`src/rtl/mem_access_controller.sv`:
```
// Sequences 32-bit MEM-stage accesses onto a 16-bit SRAM as two half-word phases.
module mem_access_controller #(
    parameter int unsigned WAIT_CYCLES = 1,
    parameter int unsigned ADDR_BASE   = 1024,
    parameter int unsigned SRAM_ADDR_W = 18
) (
    input  logic                   clk,
    input  logic                   rst,
    input  logic                   rd_en,
    input  logic                   wr_en,
    input  logic [31:0]            addr,
    input  logic [31:0]            wdata,
    output logic [31:0]            rdata,
    output logic                   ready,
    output logic [SRAM_ADDR_W-1:0] sram_addr,
    output logic                   sram_we_n,
    output logic [15:0]            sram_dq_out,
    output logic                   sram_dq_oe,
    input  logic [15:0]            sram_dq_in
);

    localparam int unsigned WORD_W   = SRAM_ADDR_W - 1;
    localparam logic [2:0]  WAIT_CNT = 3'(WAIT_CYCLES);
    localparam logic [31:0] BASE     = 32'(ADDR_BASE);

    typedef enum logic [1:0] {
        IDLE,
        LOW,
        HIGH,
        DONE
    } state_t;

    state_t                   state,     state_n;
    logic [2:0]               cnt,       cnt_n;
    logic                     op_wr,     op_wr_n;
    logic [WORD_W-1:0]        word_q,    word_n;
    logic [31:0]              wdata_q,   wdata_n;
    logic [31:0]              rdata_n;
    logic [SRAM_ADDR_W-1:0]   sram_addr_n;
    logic                     sram_we_n_n;
    logic                     sram_dq_oe_n;
    logic [15:0]              sram_dq_out_n;
    logic [WORD_W-1:0]        word_in;

    // Word index of the incoming request; wraps modulo the SRAM size.
    assign word_in = WORD_W'((addr - BASE) >> 2);

    // Pipeline may advance when idle with no request, or in the completion cycle.
    assign ready = ((state == IDLE) && !rd_en && !wr_en) || (state == DONE);

    // State, latches, read data and SRAM pins; all cleared asynchronously.
    always_ff @(posedge clk or negedge rst) begin
        if (!rst) begin
            state       <= IDLE;
            cnt         <= 3'd0;
            op_wr       <= 1'b0;
            word_q      <= '0;
            wdata_q     <= 32'd0;
            rdata       <= 32'd0;
            sram_addr   <= '0;
            sram_we_n   <= 1'b1;
            sram_dq_oe  <= 1'b0;
            sram_dq_out <= 16'd0;
        end else begin
            state       <= state_n;
            cnt         <= cnt_n;
            op_wr       <= op_wr_n;
            word_q      <= word_n;
            wdata_q     <= wdata_n;
            rdata       <= rdata_n;
            sram_addr   <= sram_addr_n;
            sram_we_n   <= sram_we_n_n;
            sram_dq_oe  <= sram_dq_oe_n;
            sram_dq_out <= sram_dq_out_n;
        end
    end

    // Next-state, latch, capture and SRAM pin decode for the coming cycle.
    always_comb begin
        state_n       = state;
        cnt_n         = cnt;
        op_wr_n       = op_wr;
        word_n        = word_q;
        wdata_n       = wdata_q;
        rdata_n       = rdata;
        sram_addr_n   = sram_addr;
        sram_we_n_n   = 1'b1;
        sram_dq_oe_n  = 1'b0;
        sram_dq_out_n = 16'd0;

        case (state)
            IDLE: begin
                if (wr_en || rd_en) begin
                    op_wr_n = wr_en;
                    word_n  = word_in;
                    wdata_n = wdata;
                    cnt_n   = 3'd0;
                    state_n = LOW;
                end
            end
            LOW: begin
                if (cnt == WAIT_CNT) begin
                    cnt_n   = 3'd0;
                    state_n = HIGH;
                    if (!op_wr) begin
                        rdata_n[15:0] = sram_dq_in;
                    end
                end else begin
                    cnt_n = cnt + 3'd1;
                end
            end
            HIGH: begin
                if (cnt == WAIT_CNT) begin
                    cnt_n   = 3'd0;
                    state_n = DONE;
                    if (!op_wr) begin
                        rdata_n[31:16] = sram_dq_in;
                    end
                end else begin
                    cnt_n = cnt + 3'd1;
                end
            end
            DONE: begin
                state_n = IDLE;
            end
            default: begin
                state_n = IDLE;
            end
        endcase

        // Pins are registered, so decode them from the state being entered.
        if (state_n == LOW) begin
            sram_addr_n = {word_n, 1'b0};
            if (op_wr_n) begin
                sram_we_n_n   = 1'b0;
                sram_dq_oe_n  = 1'b1;
                sram_dq_out_n = wdata_n[15:0];
            end
        end else if (state_n == HIGH) begin
            sram_addr_n = {word_n, 1'b1};
            if (op_wr_n) begin
                sram_we_n_n   = 1'b0;
                sram_dq_oe_n  = 1'b1;
                sram_dq_out_n = wdata_n[31:16];
            end
        end
    end

endmodule

```
`config.mk`:
```
export PLATFORM = sky130hd
export DESIGN_NAME = mem_access_controller
export DESIGN_NICKNAME = d
export VERILOG_FILES = /design/src/rtl/mem_access_controller.sv
export SDC_FILE = /design/constraint.sdc
export NUM_CORES = 1
export LEC_CHECK = 0
export BUFFER_PORTS_ARGS = -buffer_cell sky130_fd_sc_hd__buf_2
export CAP_MARGIN = 10
export CORE_ASPECT_RATIO = 1.2
export CORE_MARGIN = 2
export CORE_UTILIZATION = 48
export CTS_BUF_LIST = sky130_fd_sc_hd__clkbuf_2
export DETAILED_ROUTE_END_ITERATION = 12
export GPL_TIMING_DRIVEN = 0
export PLACE_DENSITY = 0.89
export SETUP_SLACK_MARGIN = 0.15
export SLEW_MARGIN = 20
export SYNTH_ARGS = -nofsm -noshare
export SYNTH_HDL_FRONTEND = slang
export SYNTH_SLANG_ARGS = --single-unit
```
`constraint.sdc`:
```
create_clock -name clk -period 2.6 [get_ports clk]
set_input_delay 0.26 -clock clk [delete_from_list [all_inputs] [get_ports clk]]
set_output_delay 0.26 -clock clk [all_outputs]
set_load 0.005 [all_outputs]
```
After elaboration in Yosys (flattened, before gate mapping)
Cells that the tools add are included.
- bits in registers: 123
- input port bits: 84
- logic and storage cells: 59
- output and inout port bits: 69
- equality and inequality tests: 7
- bitwise gates (word level): 1
- reduce and logical (&&, ||, !) cells: 13
- add/sub/neg operators: 2
- mux-type cells: 25
- operator list (operator ; count):
    2-to-1 mux 16 bit ; 4
    2-to-1 mux 32 bit ; 2
    2-to-1 mux 18 bit ; 2
    2-to-1 mux 17 bit ; 2
    subtractor 19 x 11 -> 19 bit, second input constant ; 1
    2-to-1 mux 1 bit ; 8
    case mux 2 bit (4 select lines) ; 1
    == test 2 bit, second input constant ; 3
    2-to-1 mux 2 bit ; 3
    2-to-1 mux 3 bit ; 2
    case mux 3 bit (2 select lines) ; 1
    AND reduction 3 bit ; 2
    == test 2 x 1 -> 1 bit, second input constant ; 2
    nonzero test 2 bit ; 2
    adder 3 x 1 -> 3 bit, second input constant ; 1
    == test 3 x 1 -> 1 bit, second input constant ; 1
    logical AND 1 bit ; 2
    logical NOT 1 bit ; 2
    logical NOT 2 bit ; 1
    logical OR 1 bit ; 2
    inequality test 2 x 1 -> 1 bit, second input constant ; 1
    AND reduction 2 bit ; 1
    OR reduction 2 bit ; 1
    inverter 1 bit ; 1

Logic depth before layout (Yosys ltp)
- depth after elaboration: 6
- depth in mapped cells: 10
- gate-level depth less buffers: 8

Worst setup path before layout
OpenSTA, ideal clock, no wires.
- path kind: register -> register
- start: reg cnt[2]
- end: reg sram_addr[10]
- arrival: 2284 ps
- path slack: 191 ps
- period minus slack after synthesis: 2409 ps
- library setup time: 125 ps
- data required time: 2475 ps
- cell stages (with the launch flop): 8
- path buffers: 2
- path through: dfrtp_1 or3b_4 a21oi_1 o21ai_0 ha_1 clkbuf_1 clkbuf_1 mux2_2
- longest elaborated chain between the ends: 5
- elaborated cells on any way between the ends: 8
- those cells by class: eq/ne (3); mux (4); reduce/logical (1)
- RTL lines (item ; RTL line ; text):
    from (decl) ; 34 ; logic [2:0] cnt, cnt_n;
    from (signal assigned) ; 66 ; cnt <= cnt_n;
    == test 3 x 1 -> 1 bit * ; 102, 113 ;
    2-to-1 mux 2 bit, on equally long branches ; 113, 102 ;
    case mux 2 bit (4 select lines) * ; 91 ; case (state)
    == test 2 x 1 -> 1 bit / == test 2 bit (equally long branches) ; 132, 139 ;
    2-to-1 mux 18 bit / nonzero test 2 bit (equally long branches) ; n/a ;
    to (signal assigned) ; 71 ; sram_addr <= sram_addr_n;
    to (decl) ; 15 ; output logic [SRAM_ADDR_W-1:0] sram_addr,
Mark *: on every way between the ends. The rest lies on a longest branch, timed or not.
A chain may end at the register's enable or synchronous reset.

Final worst setup path
- start: reg cnt[2]
- end: reg sram_addr[11]
The elaborated chain is that of the path after synthesis.

==> summary.md <==
| Metric | Value |
|---|---|
| Antenna-violating nets left | 0 |
| Die X | roughly 99 um |
| Tcrit/Tclk final | 91.2% |
| Share of the yosys chip area belonging to registers | around 60% |
| Count leader, synth | dfrtp_1 |
| Iteration count of the initial detailed-routing pass | 4 |
| CTS buffer count | 17 |
| Final Skew | 0.0335 ns |
| H-tree levels | 4 |
| Syn Nets | 485 |
| Async set or reset register ratio after synthesis | 100% |
| CP arrival | around 2.9 ns |
| WL final | between 10 and 15 mm |
| RSZ-0062 raised after global routing | false |
| Sequential share of power | 36.6% |
| Cell Rows | 41 |
| Root Driver | clkbuf_2 |
| Pre-CTS setup slack | -0.248 ns |
| CP endpoint kind | flip-flop |
| NetSw | 3290 uW |
| Initial drt markers | 214 |
| Worst-case setup margin in the final layout | 0.228 ns |
| Comb power frac | 47.8% |
| Final net count | about 710 |
| Slew Limit Headroom | 57.7% |
| Worst EP required | approximately 3.1 ns |
| Syn Area/Cell | around 13 um^2 |
| Final-report max-slew violation count | 0 |
| Worst slew pin tran | 0.634 ns |
| Worst skew pair latency | 0.66 ns |
| Die ar. | 0.0116 mm^2 |
| EDFF count, synth | 0 |
| Gr usage total | 24.8% |
| MaxCap Viol Count | 0 |
| First-pass GRT wire length | ~22 mm |
| Clock Path Buffers | 2 |
| Lkg Pwr | 0.00350 uW |
| HPWL Detailed | 8.42 mm |
| GP Congestion | just over 0.8 |
| Mapped Cells | 393 |
| Mapped Area | 0.00515 mm^2 |
| #FFs+latches synth | 123 |
| Worst-path clk slew | around 0.18 ns |
| Cells along the critical path | or3b_4 > a21oi_2 > a21oi_1 > o21ai_1 > ha_1 > clkbuf_4 > clkbuf_8 > mux2_2 |
| Initial Utilization | 49.2% |
| Vias per cell | about 5.3 |
| Synth top area share | 59.3% |
| Crit-path max FO | 10 |
| Vias in the first global route | 4463 |
| Final hold violations | 0 |
| CTS tree | yes |
| Post-Layout Inst Area | 0.00707 mm^2 |
| Fmax | 422 MHz |
| CP top delay family | flip-flops |
| Clock Sinks | roughly 120 |
| Post-synth top area cell | dfrtp_1 |
| Internal Power | roughly 5600 uW |
| IO Pins | ~150 |
| Final setup viols | 0 |
| Tmin final | between 2 and 2.5 ns |
| Initial antenna violation count | 2 |
| HP Class | input port to flip-flop |
| Layout cell share with drive strength beyond 1 | 43.1% |
| Pwr/cell area | 1260 mW/mm^2 |
| Pwr Total | 8900 uW |
| WL/cell | 18.4 um |
| Type of the worst setup path | flip-flop to flip-flop |
| Grt total ovfl | 0 |
| Synth Flop Type | dfrtp_1 |
| Clock share of power | 15.6% |
| Synthesis Warnings | 0 |
| Distinct cells, synth | 40 |
| Slowest CP cell | dfrtp_2 |
| Buffer and inverter count on the worst path | 2 |
| Top cells by count, synth | 122 x dfrtp_1, 58 x mux2_2, 55 x nand2_1, 20 x mux2_4 |
| Vias | 4059 |
| Worst path max stage delay | roughly 0.48 ns |
| Layout area overhead | 37.3% |
| Startpoint type of the worst setup path | flip-flop |
| Core Region | 0.0105 mm^2 |
| Die H | 117 um |
| Top post-synthesis cells by area | dfrtp_1 59%, mux2_2 13%, mux2_4 5.8% |
| Setup TNS | 0 ns |
| Pin count of the biggest net entering global routing | 70 |
| DRC viols | 0 |
| Sw frac | 36.9% |
| Status | finished, final reports clean |
| Hold_ws | 0.114 ns |
| Placed Area | 0.00603 mm^2 |
| IO Port Bufs | 137 |
| Maximum vdd drop | 1.07 mV |
-- metrics by stage --
stage / util, % / instances
6_report: 67.5 / 765
5_1_grt: 67.5 / 765
4_1_cts: 67.1 / 761
3_5_place_dp: 57.6 / 660
3_3_place_gp: 57.3 / 659
2_1_floorplan: - / 393
-- timing repair --
item / 4_1_cts / 5_1_grt
setup buffers: 0 / 2
gates cloned: 0 / 0
pin swaps: 0 / 1
hold endpoints to repair: 190 / 0
resized for setup: 8 / 13
setup endpoints to repair: 25 / 31
hold buffers: 69 / 0
-- cell families after synthesis --
group	Yosys count	share of synthesized area, %
flip-flops	123	59.8
AND/OR/NAND/NOR	115	11.7
multiplexers	78	18.5
AO/OA/AOI/OAI	36	4.42
buffers and inverters	28	2.77
adder cells (fa/ha/maj)	8	1.94
XOR/XNOR	5	0.851
-- worst register-to-register path: stages, from the launching register on --
cell,delay (ns)
dfrtp_2,0.48
or3b_4,0.46
a21oi_2,0.17
a21oi_1,0.06
o21ai_1,0.20
ha_1,0.25
clkbuf_4,0.18
clkbuf_8,0.19
mux2_2,0.28
-- flip-flops by register name, summed over array words and instances, names as in the netlist --
register     cells
cnt              3
op_wr            1
rdata           32
sram_addr       18
sram_dq_oe       1
sram_dq_out     16
sram_we_n        1
state            2
wdata_q         32
word_q          17
-- power groups by stage --
| stage | clock [uW] | combinational (uW) | sequential [uW] |
|---|---|---|---|
| floorplan | 0 | 2650 | 3220 |
| finish | 1390 | 4250 | 3250 |
| global route | 1500 | 4630 | 3320 |
| global placement | 0 | 3750 | 3180 |
| detailed placement | 0 | 3930 | 3260 |
| CTS | 1420 | 4120 | 3210 |
-- cell usage in the layout (no fill, tap or decap), types with 3 or more instances in the layout --
cell           count
o21ai_0           10
mux2_2            58
nand4b_1          17
nand2_1           55
ha_1               6
nand3b_1           3
bufinv_16          4
o31ai_1            3
dfrtp_1          121
buf_6              3
xnor2_1            3
inv_1              6
clkbuf_1           7
a21oi_1            5
nor2_1             9
clkinv_4           4
buf_2            143
nor3_1             4
clkbuf_2          21
nand3_1           17
dlygate4sd3_1     69
mux2_4            20
clkinvlp_4         3
o21a_1             4
-- metal layers --
metal  track usage [%]  vias up  wire length (um)
met5                 0        -                 0
met4              11.3        0               372
met3              7.54       36               876
met2              44.6      190              7660
met1              26.3     2002              5150
li1                  -     1831                 -
-- area by class of cell --
cell class / instances / area [um^2]
Buffer: 22 / 140
Clock buffer: 18 / 90.1
Sequential cell: 123 / 3080
Tap cell: 129 / 161
Fill cell: 719 / 3400
Inverter: 6 / 22.5
Antenna cell: 2 / 5.00
Clock inverter: 14 / 196
Timing Repair Buffer: 209 / 1430
Multi-Input combinational cell: 242 / 1950
-- final timing paths --
| path | startpoint | end | slack, ns | depth (start not counted) |
|---|---|---|---|---|
| setup reg to reg | cnt[2] | sram_addr[11] | 0.23 | 8 |
| hold / removal | wr_en | cnt[0] | 0.11 | 4 |
| min in group asynchronous | rst | wdata_q[6] | 0.12 | 2 |
| setup / recovery | cnt[2] | sram_addr[11] | 0.23 | 8 |
| hold reg to reg | word_q[1] | word_q[1] | 0.50 | 2 |
| max in group asynchronous | rst | sram_we_n | 1.73 | 3 |
Note: power is estimated with default switching activity, not from simulation.
